$ cat config.mk
export PLATFORM = sky130hd
export DESIGN_NAME = fetch_queue
export DESIGN_NICKNAME = d
export VERILOG_FILES = /design/src/rtl/fetch_queue.sv
export SDC_FILE = /design/constraint.sdc
export NUM_CORES = 1
export LEC_CHECK = 0
export CORE_MARGIN = 4
export CORE_UTILIZATION = 40
export CTS_CLUSTER_DIAMETER = 150
export CTS_CLUSTER_SIZE = 16
export DETAILED_ROUTE_END_ITERATION = 6
export GPL_ROUTABILITY_DRIVEN = 0
export PLACE_DENSITY = 0.57
export SYNTH_ARGS = -nofsm -noshare
export SYNTH_HDL_FRONTEND = slang
export SYNTH_SLANG_ARGS = --single-unit
$ cat constraint.sdc
create_clock -name clk_in -period 9 [get_ports clk_in]
set_clock_uncertainty 0.2 [all_clocks]
set_input_delay 0.9 -clock clk_in [delete_from_list [all_inputs] [get_ports clk_in]]
set_output_delay 0.9 -clock clk_in [all_outputs]
set_load 0.005 [all_outputs]
$ cat src/rtl/fetch_queue.sv
// fetch_queue: instruction-fetch front end.
// Keeps up to MAX_OUTSTANDING requests in flight to program memory and buffers
// returned instructions with their PCs in a DEPTH-entry FIFO for decode.
// A redirect flushes the FIFO, retargets fetch and discards stale responses.
module fetch_queue #(
  parameter int                  PC_WIDTH        = 32,
  parameter int                  INST_WIDTH      = 32,
  parameter int                  DEPTH           = 4,
  parameter int                  MAX_OUTSTANDING = 2,
  parameter int                  PC_STEP         = 4,
  parameter logic [PC_WIDTH-1:0] RESET_PC        = {PC_WIDTH{1'b0}}
) (
  input  logic                       clk_in,
  input  logic                       rst_in,
  output logic                       req_valid_out,
  input  logic                       req_ready_in,
  output logic [PC_WIDTH-1:0]        req_addr_out,
  input  logic                       resp_valid_in,
  input  logic [INST_WIDTH-1:0]      resp_inst_in,
  output logic                       f2d_valid_out,
  output logic [PC_WIDTH-1:0]        f2d_pc_out,
  output logic [INST_WIDTH-1:0]      f2d_inst_out,
  input  logic                       deq_in,
  input  logic                       redirect_in,
  input  logic [PC_WIDTH-1:0]        redirect_pc_in,
  output logic [$clog2(DEPTH):0]     occupancy_out
);

  localparam int PTR_W = $clog2(DEPTH);
  localparam int CNT_W = PTR_W + 1;
  localparam int CRD_W = CNT_W + 1;
  localparam int OUT_W = $clog2(MAX_OUTSTANDING + 1);

  logic [PC_WIDTH-1:0]   fetch_pc_r, fetch_pc_nx_s;
  logic [PC_WIDTH-1:0]   resp_pc_r, resp_pc_nx_s;
  logic [OUT_W-1:0]      outstanding_r, outstanding_nx_s;
  logic [OUT_W-1:0]      drop_cnt_r, drop_cnt_nx_s;
  logic [PTR_W-1:0]      head_r, head_nx_s;
  logic [PTR_W-1:0]      tail_r, tail_nx_s;
  logic [CNT_W-1:0]      count_r, count_nx_s;
  logic [PC_WIDTH-1:0]   pc_mem_r   [DEPTH];
  logic [INST_WIDTH-1:0] inst_mem_r [DEPTH];

  logic [CRD_W-1:0]      credit_s;
  logic                  req_valid_s;
  logic                  issue_s;
  logic                  push_s;
  logic                  pop_s;

  // Handshake qualifiers; credits count FIFO entries plus kept responses still in flight.
  always_comb begin
    credit_s    = CRD_W'(count_r) + CRD_W'(outstanding_r) - CRD_W'(drop_cnt_r);
    req_valid_s = rst_in && !redirect_in &&
                  (outstanding_r < OUT_W'(MAX_OUTSTANDING)) &&
                  (credit_s < CRD_W'(DEPTH));
    issue_s     = req_valid_s && req_ready_in;
    push_s      = resp_valid_in && (drop_cnt_r == {OUT_W{1'b0}}) && !redirect_in;
    pop_s       = deq_in && (count_r != {CNT_W{1'b0}}) && !redirect_in;
  end

  // Next-state computation; a redirect overrides issue, push and pop.
  always_comb begin
    fetch_pc_nx_s    = fetch_pc_r;
    resp_pc_nx_s     = resp_pc_r;
    drop_cnt_nx_s    = drop_cnt_r;
    head_nx_s        = head_r;
    tail_nx_s        = tail_r;
    count_nx_s       = count_r;
    outstanding_nx_s = outstanding_r + OUT_W'(issue_s) - OUT_W'(resp_valid_in);
    if (redirect_in) begin
      fetch_pc_nx_s = redirect_pc_in;
      resp_pc_nx_s  = redirect_pc_in;
      drop_cnt_nx_s = outstanding_r - OUT_W'(resp_valid_in);
      head_nx_s     = {PTR_W{1'b0}};
      tail_nx_s     = {PTR_W{1'b0}};
      count_nx_s    = {CNT_W{1'b0}};
    end else begin
      if (issue_s) begin
        fetch_pc_nx_s = fetch_pc_r + PC_WIDTH'(PC_STEP);
      end else begin
        fetch_pc_nx_s = fetch_pc_r;
      end
      if (resp_valid_in && (drop_cnt_r != {OUT_W{1'b0}})) begin
        drop_cnt_nx_s = drop_cnt_r - {{(OUT_W-1){1'b0}}, 1'b1};
      end else begin
        drop_cnt_nx_s = drop_cnt_r;
      end
      if (push_s) begin
        resp_pc_nx_s = resp_pc_r + PC_WIDTH'(PC_STEP);
        tail_nx_s    = tail_r + {{(PTR_W-1){1'b0}}, 1'b1};
      end else begin
        resp_pc_nx_s = resp_pc_r;
        tail_nx_s    = tail_r;
      end
      if (pop_s) begin
        head_nx_s = head_r + {{(PTR_W-1){1'b0}}, 1'b1};
      end else begin
        head_nx_s = head_r;
      end
      count_nx_s = count_r + CNT_W'(push_s) - CNT_W'(pop_s);
    end
  end

  // Control state registers.
  always_ff @(posedge clk_in or negedge rst_in) begin
    if (!rst_in) begin
      fetch_pc_r    <= RESET_PC;
      resp_pc_r     <= RESET_PC;
      outstanding_r <= {OUT_W{1'b0}};
      drop_cnt_r    <= {OUT_W{1'b0}};
      head_r        <= {PTR_W{1'b0}};
      tail_r        <= {PTR_W{1'b0}};
      count_r       <= {CNT_W{1'b0}};
    end else begin
      fetch_pc_r    <= fetch_pc_nx_s;
      resp_pc_r     <= resp_pc_nx_s;
      outstanding_r <= outstanding_nx_s;
      drop_cnt_r    <= drop_cnt_nx_s;
      head_r        <= head_nx_s;
      tail_r        <= tail_nx_s;
      count_r       <= count_nx_s;
    end
  end

  // FIFO storage: kept responses are written at the tail with their tagged PC.
  always_ff @(posedge clk_in or negedge rst_in) begin
    if (!rst_in) begin
      for (int i = 0; i < DEPTH; i++) begin
        pc_mem_r[i]   <= {PC_WIDTH{1'b0}};
        inst_mem_r[i] <= {INST_WIDTH{1'b0}};
      end
    end else if (push_s) begin
      pc_mem_r[tail_r]   <= resp_pc_r;
      inst_mem_r[tail_r] <= resp_inst_in;
    end
  end

  assign req_valid_out = req_valid_s;
  assign req_addr_out  = fetch_pc_r;
  assign f2d_valid_out = (count_r != {CNT_W{1'b0}});
  assign f2d_pc_out    = pc_mem_r[head_r];
  assign f2d_inst_out  = inst_mem_r[head_r];
  assign occupancy_out = count_r;

endmodule

==> run summary <==
STATUS
--------------------------------------------------------------------------------------------------
Outcome ............................................................................. finished, final reports clean

LAYOUT
--------------------------------------------------------------------------------------------------
Nets ................................................................................         1368
Share of post-route cells with drive strength above 1 ...............................       28.55%
Syn-to-layout area delta ............................................................       18.36%
Diodes inserted .....................................................................            0
Filler cells ........................................................................         3439
Sequential cell area ................................................................     8288 µm²
Area of the multi-input gates .......................................................     6713 µm²
Post-route non-filler standard cell count ...........................................         1793
Post-route cell area ................................................................    18220 µm²
Final core utilization ..............................................................       48.13%

SYNTHESIS
--------------------------------------------------------------------------------------------------
Dominant cells by area after synthesis .............................................. sky130_fd_sc_hd__dfrtp_1 54%, sky130_fd_sc_hd__mux2_2 18%, sky130_fd_sc_hd__mux4_2 9.4%, sky130_fd_sc_hd__nand2_1 1.7%, sky130_fd_sc_hd__o21ai_0 1.5%
FF+latch count, synth ...............................................................          331
Most frequently used cell type in the post-synthesis netlist ........................ sky130_fd_sc_hd__dfrtp_1
Synth Area per Inst .................................................................    13.49 µm²
Synth Net Count .....................................................................         1228
Cell count after synthesis ..........................................................         1141
Share of the synthesized area in the top cell type ..................................       53.82%
Count of cell types in the netlist ..................................................           60
Post-Synthesis Cell Area ............................................................    15390 µm²
Sequential-to-total area share from yosys stat ......................................       53.82%
Count of yosys warnings during synthesis ............................................            0
Share of flip-flops with an asynchronous set or reset after synthesis ...............       100.0%
Top post-synthesis cells by count ................................................... 331 x sky130_fd_sc_hd__dfrtp_1, 242 x sky130_fd_sc_hd__mux2_2, 69 x sky130_fd_sc_hd__nand2_1
Post-synthesis cell type with the largest combined area ............................. sky130_fd_sc_hd__dfrtp_1
Number of flops mapped to enable cells by yosys .....................................            0
Primary flip-flop cell chosen by synthesis mapping .................................. sky130_fd_sc_hd__dfrtp_1

GLOBAL ROUTE
--------------------------------------------------------------------------------------------------
GRT Resource Usage Total ............................................................       17.64%
Total congestion overflow after global routing ......................................            0
Number of antenna violations at the first check in global routing ...................            0
Global-route wire length before repair ..............................................     59560 µm
Via count of the first global-routing pass ..........................................        10420
Pin count of the biggest net entering global routing ................................           77

CTS
--------------------------------------------------------------------------------------------------
Bufs on Longest Clock Path ..........................................................            3
CTS HTree Levels ....................................................................            1
Clock transition time at the flip-flop clock pins of the worst setup and hold paths .        80 ps
Clock tree from TritonCTS ...........................................................          yes
Post_cts resized ....................................................................            0
Root buffer cell .................................................................... sky130_fd_sc_hd__clkbuf_16
Number of setup buffers added after CTS .............................................            0
TritonCTS buffer count ..............................................................           24
Clock latency on the worst-skew pair ................................................       530 ps
Sink count of the clock tree ........................................................          331
Hold buffer count at cts ............................................................            0

DETAILED ROUTING
--------------------------------------------------------------------------------------------------
Initial detailed-routing violation count ............................................          473
Drc violations ......................................................................            0
Vias per std cell ...................................................................        5.398
Total number of vias ................................................................         9679
Wire length reported by the detailed router .........................................     36380 µm
Remaining number of nets flagged by the antenna check after routing .................            0
Average wire length per cell after detail routing ...................................     20.29 µm
Number of detailed-routing iterations run before antenna repair .....................            4

STA
--------------------------------------------------------------------------------------------------
Number of hold violations in the final report .......................................            0
Slew margin rel. ....................................................................       23.28%
Count of final max-slew check failures ..............................................            0
Maximum clock rate ..................................................................    207.4 MHz
Final setup viols ...................................................................            0
Slack of the critical path ..........................................................      4178 ps
Unrepaired setup endpoints after global routing .....................................           no
Min Tclk post-route .................................................................      4822 ps
Setup_tns ...........................................................................         0 ps
Transition time at the pin with the least slew margin ...............................      1146 ps
Crit share post-route ...............................................................       53.58%

PLACED DESIGN
--------------------------------------------------------------------------------------------------
Setup WS pre-CTS ....................................................................      4752 ps
Cells after DPL .....................................................................         1766
Post-DP Area ........................................................................    17580 µm²
Number of buffers added on ports ....................................................          170
Half-perimeter wire length of the detailed placement result .........................     23180 µm

JOB
--------------------------------------------------------------------------------------------------
Maximum Capacitance Violations ......................................................            0

FLOORPLANNING
--------------------------------------------------------------------------------------------------
Boundary Pins .......................................................................          171
Placement row count .................................................................           71
Initial cell density of the core ....................................................       40.67%
Die boundary width ..................................................................     204.2 µm
Placeable core area .................................................................    37840 µm²
Overall die height ..................................................................     204.2 µm
Die area ............................................................................    41680 µm²

WORST SETUP PATH
--------------------------------------------------------------------------------------------------
R2R Setup Slk .......................................................................      4960 ps
Max FO, Critical Path ...............................................................           11
Kind of end point of the critical path ..............................................   output pin
CP startpoint kind ..................................................................     register
Critical path cell sequence ......................................................... inv_1 > fa_1 > inv_1 > ha_1 > and3b_1 > or4_1 > a21oi_1 > clkdlybuf4s50_1
Buf+Inv Stages, Crit Path ...........................................................            3
Data required time of the critical path .............................................      7900 ps
Cell type group with the largest total delay on the critical path ................... simple AND/OR/NAND/NOR gates
Cell seen most often among critical-path stages ..................................... sky130_fd_sc_hd__inv_1
Library cell contributing the largest single delay on the critical path ............. sky130_fd_sc_hd__or4_1
Crit path arrival time ..............................................................      3720 ps
Worst setup path category ...........................................................      reg2out
Worst path max stage delay ..........................................................       660 ps

POWER AND IR DROP
--------------------------------------------------------------------------------------------------
Max VDD drop ........................................................................  0.0001099 V
Reported leakage power ..............................................................     7.953 nW
Power density over the cells ........................................................ 260.6 nW/µm²

HOLD PATH
--------------------------------------------------------------------------------------------------
Class of the worst hold path ........................................................     in2async

-- worst register-to-register path: stages (launching register included) --
cell                      delay [ps]
sky130_fd_sc_hd__dfrtp_1         440
sky130_fd_sc_hd__inv_1            90
sky130_fd_sc_hd__fa_1            530
sky130_fd_sc_hd__inv_1            40
sky130_fd_sc_hd__ha_1            290
sky130_fd_sc_hd__and3b_1         190
sky130_fd_sc_hd__or4_1           660
sky130_fd_sc_hd__a21oi_2         490
sky130_fd_sc_hd__inv_2           190
sky130_fd_sc_hd__ha_1            320
sky130_fd_sc_hd__inv_1            40
sky130_fd_sc_hd__ha_1            170
sky130_fd_sc_hd__xnor2_1         160
sky130_fd_sc_hd__xnor2_1         140
-- per-layer routing --
metal | vias to the layer above | part of all wire (%) | global-route usage (%)
met4 | 0 | 1.2 | 2.752
met5 | - | 0 | 0
met1 | 4992 | 49 | 26.71
met3 | 33 | 4.1 | 2.523
li1 | 4459 | - | -
met2 | 195 | 46 | 27.83
-- worst paths after layout --
path	startpoint	end	cells after the start
setup / recovery	occupancy_out[1]	req_valid_out	8
hold / removal	rst_in	inst_mem_r[125]	1
setup reg to reg	occupancy_out[1]	outstanding_r[1]	13
hold reg to reg	pc_mem_r[0]	pc_mem_r[0]	2
max in group asynchronous	rst_in	inst_mem_r[32]	3
min in group clk_in	pc_mem_r[0]	pc_mem_r[0]	2
-- power breakdown --
group	switching, mW	internal, mW
clock	0.505	0.492
combinational	0.597	1.05
sequential	0.262	1.84
-- logic make-up after synthesis --
logic type | count (synthesis) | share of synthesized area, %
flip-flops | 331 | 53.82
multiplexers | 311 | 27.40
AND/OR/NAND/NOR | 213 | 7.057
AO/OA/AOI/OAI | 124 | 5.211
buffers and inverters | 105 | 2.756
XOR/XNOR | 40 | 2.276
adder cells (fa/ha/maj) | 17 | 1.480
-- registers in the layout (all words and copies together) (netlist names) --
signal and count:
drop_cnt_r 2, head_r 2, inst_mem_r 128, occupancy_out 3, outstanding_r 2, pc_mem_r 128
req_addr_out 32, resp_pc_r 32, tail_r 2
-- cell type report --
cell class	count	area share [%]
multi-input combinational	705	36.85
clock buffer	26	3.455
sequential	331	45.50
inverter	35	0.7213
timing repair buffer	184	9.919
tap	511	3.510
clock inverter	1	0.04121
-- stage by stage --
step / hold WS (ps) / power (mW)
2_1_floorplan: 244.6 / 2.993
3_3_place_gp: 257.9 / 3.781
3_5_place_dp: 268.9 / 3.815
4_1_cts: 146.1 / 4.836
5_1_grt: 168.3 / 5.059
6_report: 119.7 / 4.747
-- layout by cell type (no fill, tap or decap), drive strengths merged, types with 3 or more instances in the layout --
cell,Yosys,final
mux2,242,242
xnor2,23,23
o311ai,3,3
dfrtp,331,331
a2111oi,6,6
nand3,31,31
nand2,69,69
o31ai,5,5
nor2b,5,5
o211ai,4,4
xor2,17,17
mux4,64,64
a21o,4,4
clkbuf,23,26
mux2i,5,5
nand2b,5,5
or3,12,12
a21oi,15,15
a211oi,9,9
nor4,13,13
nor2,33,33
ha,15,15
buf,47,16
and4,5,5
a21boi,4,4
or4,8,8
inv,35,35
nor3,6,6
a31oi,12,12
o31a,4,4
nand4,12,12
clkdlybuf4s50,0,168
o21ai,47,47
and3,6,6
No activity file was read; power rests on OpenSTA's default activity.
